File: src/rtl/voice_mixer_pkg.sv
// voice_mixer_pkg
//   Shared types and sizing helpers for the voice mixer slice.
//   mix_state_t : sequencer states (IDLE, ACCUM, SCALE)
//   acc_width   : accumulator width that cannot wrap for a given voice count
//   unity_gain  : gain code that represents x1.0 for a GAIN_W-bit gain
package voice_mixer_pkg;

    typedef enum logic [1:0] {
        IDLE  = 2'd0,
        ACCUM = 2'd1,
        SCALE = 2'd2
    } mix_state_t;

    // One extra bit for the single-voice case keeps the product headroom
    // (signed sample times a zero-extended gain needs SAMPLE_W+GAIN_W+1 bits).
    function automatic int acc_width(input int sample_w, input int gain_w,
                                     input int num_voices);
        return sample_w + gain_w + $clog2(num_voices) + ((num_voices == 1) ? 1 : 0);
    endfunction

    function automatic int unity_gain(input int gain_w);
        return 1 << (gain_w - 1);
    endfunction

endpackage

File: src/rtl/voice_mixer_saturate.sv
// mix_saturate
//   Combinational signed saturation from IN_W bits down to OUT_W bits.
//   in_val  : signed input word (IN_W > OUT_W)
//   out_val : input clamped to [-2^(OUT_W-1), 2^(OUT_W-1)-1]
//   sat     : 1 when clamping changed the value
module mix_saturate #(
    parameter int IN_W  = 32,
    parameter int OUT_W = 16
) (
    input  logic [IN_W-1:0]  in_val,
    output logic [OUT_W-1:0] out_val,
    output logic             sat
);

    // The value fits when every bit from the output sign bit upward agrees.
    logic [IN_W-OUT_W:0] top_bits;

    always_comb begin
        top_bits = in_val[IN_W-1:OUT_W-1];
        sat      = !((&top_bits) || (~|top_bits));
        if (sat) begin
            out_val = in_val[IN_W-1] ? {1'b1, {(OUT_W-1){1'b0}}}
                                     : {1'b0, {(OUT_W-1){1'b1}}};
        end else begin
            out_val = in_val[OUT_W-1:0];
        end
    end

endmodule

File: src/rtl/voice_mixer.sv
// voice_mixer
//   Snapshots NUM_VOICES samples on sample_tick, accumulates one voice per
//   cycle with per-voice enable and gain, applies master gain and saturates.
//   Clk, Reset   : clock, synchronous active-high reset
//   sample_tick  : one-cycle strobe per sample period
//   voice_data   : packed signed samples, voice i at [i*SAMPLE_W +: SAMPLE_W]
//   voice_en     : per-voice enable
//   voice_gain   : packed unsigned per-voice gains (unity = 2^(GAIN_W-1))
//   master_gain  : unsigned master volume
//   mix_out      : saturated mix, held between samples
//   mix_valid    : one-cycle pulse when mix_out updates
//   clip         : mix_out was saturated
//   overrun      : sticky, a tick arrived while busy
//   busy         : high in ACCUM and SCALE
module voice_mixer
    import voice_mixer_pkg::*;
#(
    parameter int NUM_VOICES = 8,
    parameter int SAMPLE_W   = 16,
    parameter int GAIN_W     = 8
) (
    input  logic                           Clk,
    input  logic                           Reset,
    input  logic                           sample_tick,
    input  logic [NUM_VOICES*SAMPLE_W-1:0] voice_data,
    input  logic [NUM_VOICES-1:0]          voice_en,
    input  logic [NUM_VOICES*GAIN_W-1:0]   voice_gain,
    input  logic [GAIN_W-1:0]              master_gain,
    output logic [SAMPLE_W-1:0]            mix_out,
    output logic                           mix_valid,
    output logic                           clip,
    output logic                           overrun,
    output logic                           busy
);

    localparam int ACC_W = acc_width(SAMPLE_W, GAIN_W, NUM_VOICES);
    localparam int SCL_W = ACC_W + GAIN_W + 1;
    localparam int SHIFT = 2 * (GAIN_W - 1);
    localparam int IDX_W = (NUM_VOICES > 1) ? $clog2(NUM_VOICES) : 1;

    mix_state_t                     state;
    logic [IDX_W-1:0]               idx;
    logic signed [ACC_W-1:0]        acc;
    logic signed [SCL_W-1:0]        scaled_q;
    logic                           out_pending;

    logic [NUM_VOICES*SAMPLE_W-1:0] snap_data;
    logic [NUM_VOICES-1:0]          snap_en;
    logic [NUM_VOICES*GAIN_W-1:0]   snap_gain;
    logic [GAIN_W-1:0]              snap_master;

    logic [SAMPLE_W-1:0]            cur_data;
    logic [GAIN_W-1:0]              cur_gain;
    logic signed [ACC_W-1:0]        term;
    logic signed [SCL_W-1:0]        scaled_full;
    logic [SAMPLE_W-1:0]            sat_out;
    logic                           sat_flag;

    always_comb begin
        cur_data = snap_data[int'(idx)*SAMPLE_W +: SAMPLE_W];
        cur_gain = snap_gain[int'(idx)*GAIN_W +: GAIN_W];
        term     = '0;
        if (snap_en[idx]) begin
            term = ACC_W'($signed(cur_data)) * ACC_W'($signed({1'b0, cur_gain}));
        end
        // Arithmetic shift of the signed product floors toward -inf.
        scaled_full = (SCL_W'(acc) * SCL_W'($signed({1'b0, snap_master}))) >>> SHIFT;
    end

    mix_saturate #(
        .IN_W  (SCL_W),
        .OUT_W (SAMPLE_W)
    ) u_sat (
        .in_val  (scaled_q),
        .out_val (sat_out),
        .sat     (sat_flag)
    );

    // SCALE registers the master-gain product; saturation and the output
    // update happen on the following edge so the wide multiply and the clamp
    // sit in separate register stages (result lands NUM_VOICES+2 edges after
    // the tick). busy drops with SCALE, so the next tick may overlap that
    // final output stage without disturbing it.
    always_ff @(posedge Clk) begin
        if (Reset) begin
            state       <= IDLE;
            idx         <= '0;
            acc         <= '0;
            scaled_q    <= '0;
            out_pending <= 1'b0;
            snap_data   <= '0;
            snap_en     <= '0;
            snap_gain   <= '0;
            snap_master <= '0;
            mix_out     <= '0;
            mix_valid   <= 1'b0;
            clip        <= 1'b0;
            overrun     <= 1'b0;
            busy        <= 1'b0;
        end else begin
            mix_valid <= 1'b0;
            if (out_pending) begin
                mix_out     <= sat_out;
                clip        <= sat_flag;
                mix_valid   <= 1'b1;
                out_pending <= 1'b0;
            end

            case (state)
                IDLE: begin
                    if (sample_tick) begin
                        snap_data   <= voice_data;
                        snap_en     <= voice_en;
                        snap_gain   <= voice_gain;
                        snap_master <= master_gain;
                        acc         <= '0;
                        idx         <= '0;
                        busy        <= 1'b1;
                        state       <= ACCUM;
                    end
                end
                ACCUM: begin
                    if (sample_tick) overrun <= 1'b1;
                    acc <= acc + term;
                    if (idx == IDX_W'(NUM_VOICES - 1)) begin
                        state <= SCALE;
                    end else begin
                        idx <= idx + 1'b1;
                    end
                end
                SCALE: begin
                    if (sample_tick) overrun <= 1'b1;
                    scaled_q    <= scaled_full;
                    out_pending <= 1'b1;
                    busy        <= 1'b0;
                    state       <= IDLE;
                end
                default: state <= IDLE;
            endcase
        end
    end

endmodule

File: config.mk
export PLATFORM = sky130hd
export DESIGN_NAME = voice_mixer
export DESIGN_NICKNAME = d
export VERILOG_FILES = /design/src/rtl/voice_mixer_pkg.sv /design/src/rtl/voice_mixer_saturate.sv /design/src/rtl/voice_mixer.sv
export SDC_FILE = /design/constraint.sdc
export NUM_CORES = 1
export LEC_CHECK = 0
export ABC_AREA = 1
export CAP_MARGIN = 10
export CORE_UTILIZATION = 40
export CTS_CLUSTER_DIAMETER = 200
export DETAILED_ROUTE_END_ITERATION = 10
export DONT_BUFFER_PORTS = 1
export SYNTH_ARGS = -nofsm -noshare
export SYNTH_HDL_FRONTEND = slang
export SYNTH_SLANG_ARGS = --single-unit
export TNS_END_PERCENT = 10
File: constraint.sdc
create_clock -name Clk -period 14.1 [get_ports Clk]
set_input_delay 3.525 -clock Clk [delete_from_list [all_inputs] [get_ports Clk]]
set_output_delay 3.525 -clock Clk [all_outputs]
set_load 0.005 [all_outputs]
==> results of run 1 <==
logic make-up after synthesis:
logic type,count (synthesis),synth area share [%]
fa+ha+maj,418,28.3
buf+inv,865,13.0
xor+xnor,24,0.850
flops,283,22.1
simple gates,1363,21.1
compound gates,694,14.6
routing by layer:
metal	wire length, µm	track usage, %	vias up	share of wire, %
li1	-	-	11000	-
met1	32500	31.2	10500	47
met2	30900	34.6	616	45
met3	4100	2.23	86	5.9
met4	1510	5.51	0	2.2
met5	0	0	-	0
report_power, final:
group	internal, µW	switching (µW)
Combinational	249	495
Sequential	856	39.7
Clock	460	360
Total	1570	894
synthesized netlist by cell type (all sizes together):
library cell  instances  area [µm²]
a221oi                1        8.76
clkbuf              143         539
o21bai                6        45.0
a21oi               176         911
o21ai               420        2150
nand4                18         128
a21o                 11        82.6
o211ai                3        22.5
a21boi                3        26.3
nand3b                3        22.5
o22ai                48         300
dfxtp               283        5670
o41ai                 1        16.3
a31oi                13        81.3
nor2                683        2570
o221ai                2        17.5
nand2               578        2210
xnor2                11        96.3
clkinv                2        7.51
nor3                 10        50.1
o311ai                2        17.5
o221a                 1        11.3
buf                  41         219
nand3                61         348
inv                 679        2550
o21a                  5        37.5
a211oi                2        15.0
nor4                  6        52.6
ha                  148        1850
or2                   4        25.0
xor2                 13         121
fa                  270        5410
through the flow:
step           area [µm²]  setup WS (ns)  utilization [%]
6_report            27100           5.75             42.9
5_1_grt             27100           5.08             42.9
4_1_cts             27100           5.94             42.9
3_5_place_dp        26100           5.97             41.3
3_3_place_gp        26100           6.09             41.3
2_1_floorplan       25600           7.56                -
registers in the layout, indices dropped and copies added, names as in the netlist:
register	cells
snap_master	8
scaled_q	22
overrun	1
mix_out	16
out_pending	1
clip	1
busy	1
state	2
snap_gain	64
mix_valid	1
snap_data	128
snap_en	8
acc	27
idx	3
worst max-delay path by stage:
stage,cells after the start,slack [ns],start,to
3_5_place_dp,32,5.97,idx[0]$_SDFFE_PP0P_,acc[25]$_SDFFE_PP0P_
5_1_grt,31,5.08,idx[0]$_SDFFE_PP0P_,acc[25]$_SDFFE_PP0P_
4_1_cts,31,5.94,idx[0]$_SDFFE_PP0P_,acc[25]$_SDFFE_PP0P_
6_report,31,5.75,idx[0]$_SDFFE_PP0P_,acc[25]$_SDFFE_PP0P_
2_1_floorplan,35,7.56,idx[2]$_SDFFE_PP0P_,acc[25]$_SDFFE_PP0P_
3_3_place_gp,31,6.09,idx[0]$_SDFFE_PP0P_,acc[25]$_SDFFE_PP0P_
cell type report:
type	count	area, µm²
antenna	4	10.0
clock buffer	40	871
clock inverter	18	161
fill	6640	36100
inverter	681	2570
multi-input combinational	2499	16600
sequential	283	5670
tap	846	1060
timing repair buffer	21	158
critical path, delay by kind of cell (launching register included):
family	cells	cell delay [ns]
buffers and inverters	5	0.91
adder cells (fa/ha/maj)	6	2.89
AND/OR/NAND/NOR	14	1.83
flip-flops	1	0.43
AO/OA/AOI/OAI	5	1.96
XOR/XNOR	1	0.19
==> metrics.cfg, run 1 <==
[cells_and_area]
drive_gt1_share_pct = 3.73
final_nets = 4146
area_growth_syn_to_layout_pct = 5.93
layout_common_cells = nor2_1, inv_1, nand2_1
final_common_cell = nor2_1
fin_cells = 4392

[sta]
final-hold-violation-count = 0
tns_ns = 0
period_share_pct = 59.2
rsz0062_at_grt = no
setup_viol = 0
fmax_mhz = 120
worst_pin_slew_ns = 1.02
skew_ns = 0.0214
whs_ns = 0.458
finalCriticalPeriod_ns = 8.35
slew_viol_final = 0
maxSlewHeadroom_pct = 31.8

[route]
drtPass1Iterations = 5
drtIter0Drc = 1687
drtAntennaViolNets = 0
drt-total-wl_um = 69000
viasPerCell = 5.04
wl_per_cell_um = 15.7
drc = 0
vias = 22100

[grt]
grt_pass1_vias = 21100
grt_use_total_pct = 21.7
grt_max_degree = 143
grt_pass1_wl_um = 112000
grt.overflow.total = 0
antenna_found_initial = 4

[clock_tree]
clk_path_buf_depth = 3
cts-htree-levels = 1
cts_tree = yes
clk_latency_ns = 0.60
path_clk_slew_ns = 0.07
cts_made_buffers = 31
hold_buffers = 0
postCtsSetupBuffers = 0
clockRootBuffer = clkbuf_16
post_cts_resize_count = 0
clock-sinks = 283

[power_and_ir_drop]
leakagePower_uw = 0.0141
ir_drop_mv = 0.0899
power_density_mw_per_mm2 = 90.7
finalPower_uw = 2460

[synthesis]
ys_ff_latch = 283
synth.avg_cell_area_um2 = 7.02
yosys_warnings = 0
synth_cells = 3647
syn-num-nets = 4276
synth_cell_types = 52
yosysSeqAreaShare_pct = 22.1
syn_area_mm2 = 0.0256

[worst_hold_path]
min_from = scaled_q[21]$_SDFFE_PP0P_
hold_end = mix_out[15]$_SDFFE_PP0P_
min_path_cells = 2
hp-class = reg2reg

[die]
core_mm2 = 0.0632
die_h_um = 255
io_pins = 231
die_w_um = 255
start_util_pct = 40.5
rows = 92
dieArea_mm2 = 0.0650

[critical_path]
slowest_stage = o311ai_0
worstPathRequired_ns = 14.63
criticalPathCategory = reg2reg
cpMostUsedCell = nand2_1
r2r_setup_slack_ns = 5.75
cp-start-kind = register
crit_fanout = 88
r2r-start = idx[0]$_SDFFE_PP0P_
slowest_delay_ns = 0.70
rr_endpoint = acc[25]$_SDFFE_PP0P_
cp-end-kind = register
worstRegToRegCells = 31
critPathArrivalTime_ns = 8.88

[placement]
gp_congestion = 0.947
dp_hpwl_um = 54000
port_buffers = 0
dp_cells = 4330

[job]
cap_violations = 0

[run_status]
status = finished clean

(Power assumes the default switching activity.)
==> inputs of run 2 (changes only) <==
Clock period 14.1 ns to 6.8 ns, I/O delays scaled along.
==> run 2 against run 1 <==
Via count increased by 3.7%. Utilization increased by 4.3 points. Fmax increased by 24%. Global-route usage increased by 0.89 points. Die area unchanged. Register-to-register slack got worse by 5.7 ns. Non-clock buffer count increased by 198. First-iteration DRC count decreased by 6.3%. Routed wire length increased by 6.2%. Sequential share of layout area decreased by 1.9 points. Total power increased by 140%. Largest power group is now combinational logic.
==> metrics.cfg, run 2 (synthesis gave the netlist of run 1 again) <==
[clock_tree]
clk_path_buf_depth = 3  ; unchanged
cts_tree = yes
cts-htree-levels = 2  ; +1
path_clk_slew_ns = 0.06  ; about the same
clockRootBuffer = clkbuf_16
clk_latency_ns = 0.56  ; -0.04 ns
cts_made_buffers = 34  ; +9.7%
clock-sinks = 283  ; unchanged

[sta]
setup_viol = 0  ; unchanged
final-hold-violation-count = 0  ; unchanged
worst_pin_slew_ns = 1.09  ; +0.0707 ns
maxSlewHeadroom_pct = 27.0  ; -4.8 points
tns_ns = 0  ; unchanged
period_share_pct = 99.0  ; +40 points
fmax_mhz = 149  ; +24%
finalCriticalPeriod_ns = 6.73  ; -1.62 ns
rsz0062_at_grt = yes
skew_ns = 0.0320  ; +0.0106 ns
slew_viol_final = 0  ; unchanged

[critical_path]
worstPathRequired_ns = 7.28  ; -7.35 ns
rr_endpoint = acc[26]$_SDFFE_PP0P_
worstRegToRegCells = 43  ; +39%
cp-start-kind = register
r2r-start = idx[0]$_SDFFE_PP0P_
slowest_stage = fa_1
slowest_delay_ns = 0.56  ; -0.14 ns
criticalPathCategory = reg2reg
critPathArrivalTime_ns = 7.21  ; -1.67 ns
crit_fanout = 6  ; -93%
r2r_setup_slack_ns = 0.07  ; -5.68 ns
cp-end-kind = register
cpMostUsedCell = nand2_2

[route]
viasPerCell = 5.00  ; -0.77%
drtIter0Drc = 1581  ; -6.3%
drc = 0  ; unchanged
drt-total-wl_um = 73300  ; +6.2%
drtAntennaViolNets = 0  ; unchanged
vias = 23000  ; +3.7%
drtPass1Iterations = 5  ; unchanged
wl_per_cell_um = 16.0  ; +1.7%

[power_and_ir_drop]
power_density_mw_per_mm2 = 200  ; +120%
ir_drop_mv = 0.162  ; +80%
leakagePower_uw = 0.0154  ; +9.4%

[die]
rows = 92  ; unchanged
die_h_um = 255  ; unchanged
start_util_pct = 40.5  ; unchanged
die_w_um = 255  ; unchanged
core_mm2 = 0.0632  ; unchanged
dieArea_mm2 = 0.0650  ; unchanged
io_pins = 231  ; unchanged

[worst_hold_path]
min_path_cells = 2  ; unchanged
hold_end = mix_out[7]$_SDFFE_PP0P_
hp-class = reg2reg
min_from = scaled_q[7]$_SDFFE_PP0P_

[cells_and_area]
reg_top3 = snap_data (128), snap_gain (64), acc (27)
layout_common_cells = nor2_1, inv_1, nand2_1
largest_reg_flops = 128  ; unchanged
area_growth_syn_to_layout_pct = 16.5
final_nets = 4347  ; +4.8%
drive_gt1_share_pct = 12.7  ; +8.9 points
fin_cells = 4589  ; +4.5%
top_register = snap_data
final_common_cell = nor2_1
n_antenna_cell = 0  ; -4

[run_status]
status = finished clean

[placement]
dp_cells = 4501  ; +3.9%
port_buffers = 0  ; unchanged
gp_congestion = 0.937  ; -1.0%
dp_hpwl_um = 57500  ; +6.4%

[grt]
grt_max_degree = 138  ; -3.5%
antenna_found_initial = 0  ; -4
grt_use_total_pct = 22.6  ; +0.89 points
grt_pass1_vias = 22000  ; +3.8%
grt.overflow.total = 0  ; unchanged
grt_pass1_wl_um = 115000  ; +2.8%

[job]
cap_violations = 0  ; unchanged

[run 2: changes by cell type in the layout (fill, tap and decap cells not counted), sizes merged]
cell / delta
clkbuf: +7
buf: +194
clkinv: -7
diode: -4
bufbuf: +1
inv: +2
bufinv: +4
[run 2: area by class of cell]
class / count / area [µm²]
Fill cell: 6389 / 33400
Multi-Input combinational cell: 2499 / 17300
Clock inverter: 17 / 250
Inverter: 681 / 2580
Sequential cell: 283 / 5670
Tap cell: 846 / 1060
Timing Repair Buffer: 219 / 1990
Clock buffer: 44 / 950
[run 2: critical path, delay by kind of cell (launching register included)]
family / cells / cell delay (ns)
adders and majority gates: 6 / 2.73
AOI/OAI and AO/OA: 9 / 1.18
and+or+nand+nor: 16 / 1.18
buffers and inverters: 11 / 0.96
DFF: 1 / 0.46
xor gates and xnor gates: 1 / 0.12
[run 2: stage by stage]
| step | setup slack, ns | area [µm²] | power, µW | utilization (%) | hold WS [ns] |
|---|---|---|---|---|---|
| finish | 0.0704 | 29800 | 5950 | 47.2 | 0.458 |
| global route | -0.297 | 29800 | 6330 | 47.2 | 0.473 |
| CTS | 0.00253 | 28900 | 5730 | 45.7 | 0.460 |
| detailed placement | -0.193 | 27500 | 3710 | 43.5 | 0.444 |
| global placement | -0.196 | 27500 | 3700 | 43.5 | 0.442 |
| floorplan | 0.264 | 25600 | 3070 | - | 0.435 |
[run 2: worst max path at each step]
stage	from	end	slack, ns	cells past startpoint
final	idx[0]$_SDFFE_PP0P_	acc[26]$_SDFFE_PP0P_	0.07	43
after floorplan	idx[2]$_SDFFE_PP0P_	acc[25]$_SDFFE_PP0P_	0.26	35
after global placement	idx[0]$_SDFFE_PP0P_	acc[26]$_SDFFE_PP0P_	-0.20	37
after CTS	idx[0]$_SDFFE_PP0P_	acc[26]$_SDFFE_PP0P_	0.003	38
after detailed placement	idx[0]$_SDFFE_PP0P_	acc[26]$_SDFFE_PP0P_	-0.19	38
after global routing	idx[0]$_SDFFE_PP0P_	acc[26]$_SDFFE_PP0P_	-0.30	38
[run 2: timing repair]
item	4_1_cts	5_1_grt
gates cloned	3	4
setup endpoints to repair	6	15
pin swaps	8	104
hold buffers	0	0
gates resized for setup	32	199
buffers inserted	1	19
[run 2: routing by layer]
metal | GRT usage, % | vias to the layer above | share of wire (%)
met5 | 0 | - | 0
met1 | 31.6 | 10800 | 46
met3 | 3.38 | 100 | 5.8
met2 | 36.2 | 640 | 45
li1 | - | 11400 | -
met4 | 6.02 | 0 | 2.5
[run 2: power by group]
| part | internal [µW] | total, µW | switching (µW) |
|---|---|---|---|
| logic | 890 | 2090 | 1200 |
| registers | 1780 | 1900 | 121 |
| clock network | 1190 | 1970 | 779 |
| total | 3860 | 5950 | 2100 |
==> inputs of run 3 (changes only) <==
Settings changed: CORE_MARGIN set to 1, CTS_CLUSTER_SIZE set to 24.
==> run 3 against run 2 <==
Utilization down 1.6 points. Clock-buffer cell count down 28. Sequential share of layout area up 0.67 points. Setup slack worse by 0.033 ns. Clock skew up 0.012 ns. Flip-flop and latch count unchanged. First-iteration DRC count down 4.9%. Fmax down 0.49%. Routed wire length down 1.1%. Non-clock buffer count down 3. Critical path type unchanged. Critical endpoint unchanged.
==> metrics.cfg, run 3 (synthesis gave the netlist of run 1 again) <==
[die]
rows = 92  ; unchanged
io_pins = 231  ; unchanged
die_w_um = 255  ; unchanged
die_h_um = 255  ; unchanged
dieArea_mm2 = 0.0650  ; unchanged
core_mm2 = 0.0632  ; unchanged
start_util_pct = 40.5  ; unchanged

[cells_and_area]
finalInstanceArea_mm2 = 0.0288  ; -3.4%
reg_top3 = snap_data (128), snap_gain (64), acc (27)
final_common_cell = nor2_1
largest_reg_flops = 128  ; unchanged
final_nets = 4325  ; -0.51%
n_antenna_cell = 0  ; unchanged
top_register = snap_data
post-route-util_pct = 45.6  ; -1.6 points
layout_common_cells = nor2_1, inv_1, nand2_1
fin_cells = 4543  ; -1.0%
area_growth_syn_to_layout_pct = 12.5
drive_gt1_share_pct = 10.5  ; -2.2 points

[grt]
grt_use_total_pct = 22.3  ; -0.30 points
antenna_found_initial = 0  ; unchanged
grt_pass1_wl_um = 114000  ; -0.97%
grt_max_degree = 138  ; unchanged
grt.overflow.total = 0  ; unchanged
grt_pass1_vias = 21700  ; -1.1%

[critical_path]
worstRegToRegCells = 40  ; -7.0%
slowest_stage = fa_1
r2r_setup_slack_ns = 0.04  ; -0.03 ns
startpoint = idx[0]$_SDFFE_PP0P_
worstPathRequired_ns = 7.27  ; about the same
cp-end-kind = register
r2r-start = idx[0]$_SDFFE_PP0P_
rr_endpoint = acc[26]$_SDFFE_PP0P_
crit_fanout = 6  ; unchanged
cp-start-kind = register
worst-path-stages = 40  ; -7.0%
critPathBufInv = 8  ; -3
crit_end = acc[26]$_SDFFE_PP0P_
critPathArrivalTime_ns = 7.23  ; +0.02 ns
path_delay_family = adder cells
criticalPathCategory = reg2reg
cpMostUsedCell = nand2_1
slowest_delay_ns = 0.55  ; about the same

[placement]
dp_cells = 4501  ; unchanged
gp_congestion = 0.937  ; unchanged
port_buffers = 0  ; unchanged
placed_cell_area_mm2 = 0.0275  ; unchanged
dp_slack_ns = -0.193  ; unchanged
dp_hpwl_um = 57500  ; unchanged

[run_status]
status = finished clean

[power_and_ir_drop]
power_density_mw_per_mm2 = 171  ; -14%
leakagePower_uw = 0.0149  ; -2.9%
ir_drop_mv = 0.211  ; +30%

[sta]
slew_viol_final = 0  ; unchanged
setup_slack_ns = 0.0373  ; -0.0331 ns
fmax_mhz = 148  ; -0.49%
final-hold-violation-count = 0  ; unchanged
worst_pin_slew_ns = 1.07  ; -0.0189 ns
skew_ns = 0.0439  ; +0.0119 ns
finalCriticalPeriod_ns = 6.76  ; +0.0331 ns
setup_viol = 0  ; unchanged
rsz0062_at_grt = yes
period_share_pct = 99.5  ; +0.49 points
maxSlewHeadroom_pct = 28.3  ; +1.3 points
whs_ns = 0.455  ; -0.00346 ns

[route]
drtAntennaViolNets = 0  ; unchanged
drtPass1Iterations = 5  ; unchanged
drc = 0  ; unchanged
viasPerCell = 5.01  ; +0.27%
drtIter0Drc = 1504  ; -4.9%
drt-total-wl_um = 72500  ; -1.1%
vias = 22800  ; -0.73%
wl_per_cell_um = 16.0  ; -0.12%

[clock_tree]
clockRootBuffer = clkbuf_16
path_clk_slew_ns = 0.11  ; +0.05 ns
clk_path_buf_depth = 3  ; unchanged
clk_latency_ns = 0.55  ; about the same
clock-sinks = 283  ; unchanged
cts_made_buffers = 15  ; -56%
cts_tree = yes
cts-htree-levels = 1  ; -1

[worst_hold_path]
hp-class = reg2reg
min_path_cells = 2  ; unchanged

[job]
cap_violations = 0  ; unchanged

## run 3: cell count changes in the layout (fill, tap and decap cells not counted), moves of 5 or more
cell,previous run,this run
nor2_2,19,13
nand2_2,27,17
bufinv_16,5,0
o21ai_4,11,6
a21oi_1,150,155
inv_2,20,12
buf_6,24,9
a21oi_2,25,18
nand2_1,543,554
o21ai_0,357,368
buf_4,177,187
inv_1,654,663
clkbuf_16,38,19
nor2_1,662,669
## run 3: per-stage QoR
step | total power (µW) | TNS (ns)
final | 4930 | 0
after CTS | 4740 | -0.0163
after detailed placement | 3710 | -0.545
after floorplan | 3070 | 0
after global placement | 3700 | -0.412
after global routing | 5290 | -2.74
## run 3: worst min-delay path by stage
stage                                to  slack, ns                 startpoint
2_1_floorplan  mix_out[10]$_SDFFE_PP0P_       0.44  scaled_q[10]$_SDFFE_PP0P_
3_3_place_gp   mix_out[15]$_SDFFE_PP0P_       0.44  scaled_q[21]$_SDFFE_PP0P_
3_5_place_dp   mix_out[15]$_SDFFE_PP0P_       0.44  scaled_q[21]$_SDFFE_PP0P_
4_1_cts        mix_out[15]$_SDFFE_PP0P_       0.46  scaled_q[21]$_SDFFE_PP0P_
5_1_grt        mix_out[15]$_SDFFE_PP0P_       0.48  scaled_q[21]$_SDFFE_PP0P_
6_report       mix_out[15]$_SDFFE_PP0P_       0.45  scaled_q[21]$_SDFFE_PP0P_
## run 3: report_power, final
group,internal [µW],switching (µW)
sequential,1770,121
clock,407,584
combinational,871,1170
total,3050,1880
## run 3: layer usage
metal | GRT usage [%] | routed length [µm] | vias to the layer above
met5 | 0 | 0 | -
met4 | 5.89 | 1870 | 0
met3 | 2.90 | 4220 | 85
met2 | 35.7 | 32700 | 597
met1 | 31.5 | 33600 | 10800
li1 | - | - | 11300
## run 3: repair_timing
item,in CTS,in global routing
cloned,3,4
resized for setup,28,132
hold buffers,0,0
endpoints found under the setup margin,5,15
pin swaps,7,76
buffers inserted,1,16
## run 3: area by class of cell
type | instances | area [µm²]
fillers | 6493 | 34400
multi-input cells | 2499 | 17200
flip-flops and latches | 283 | 5670
inverters | 681 | 2580
repair buffers | 216 | 1950
well taps | 846 | 1060
clock buffers | 16 | 379
clock inverters | 2 | 16.3
## run 3: worst reg2reg max path, delay by kind of cell, from the launching register on
family	cells	cell delay, ns
AO/OA/AOI/OAI	11	1.62
XOR/XNOR	1	0.16
adder cells (fa/ha/maj)	6	2.63
buffers and inverters	8	0.80
flip-flops	1	0.47
AND/OR/NAND/NOR	14	1.01
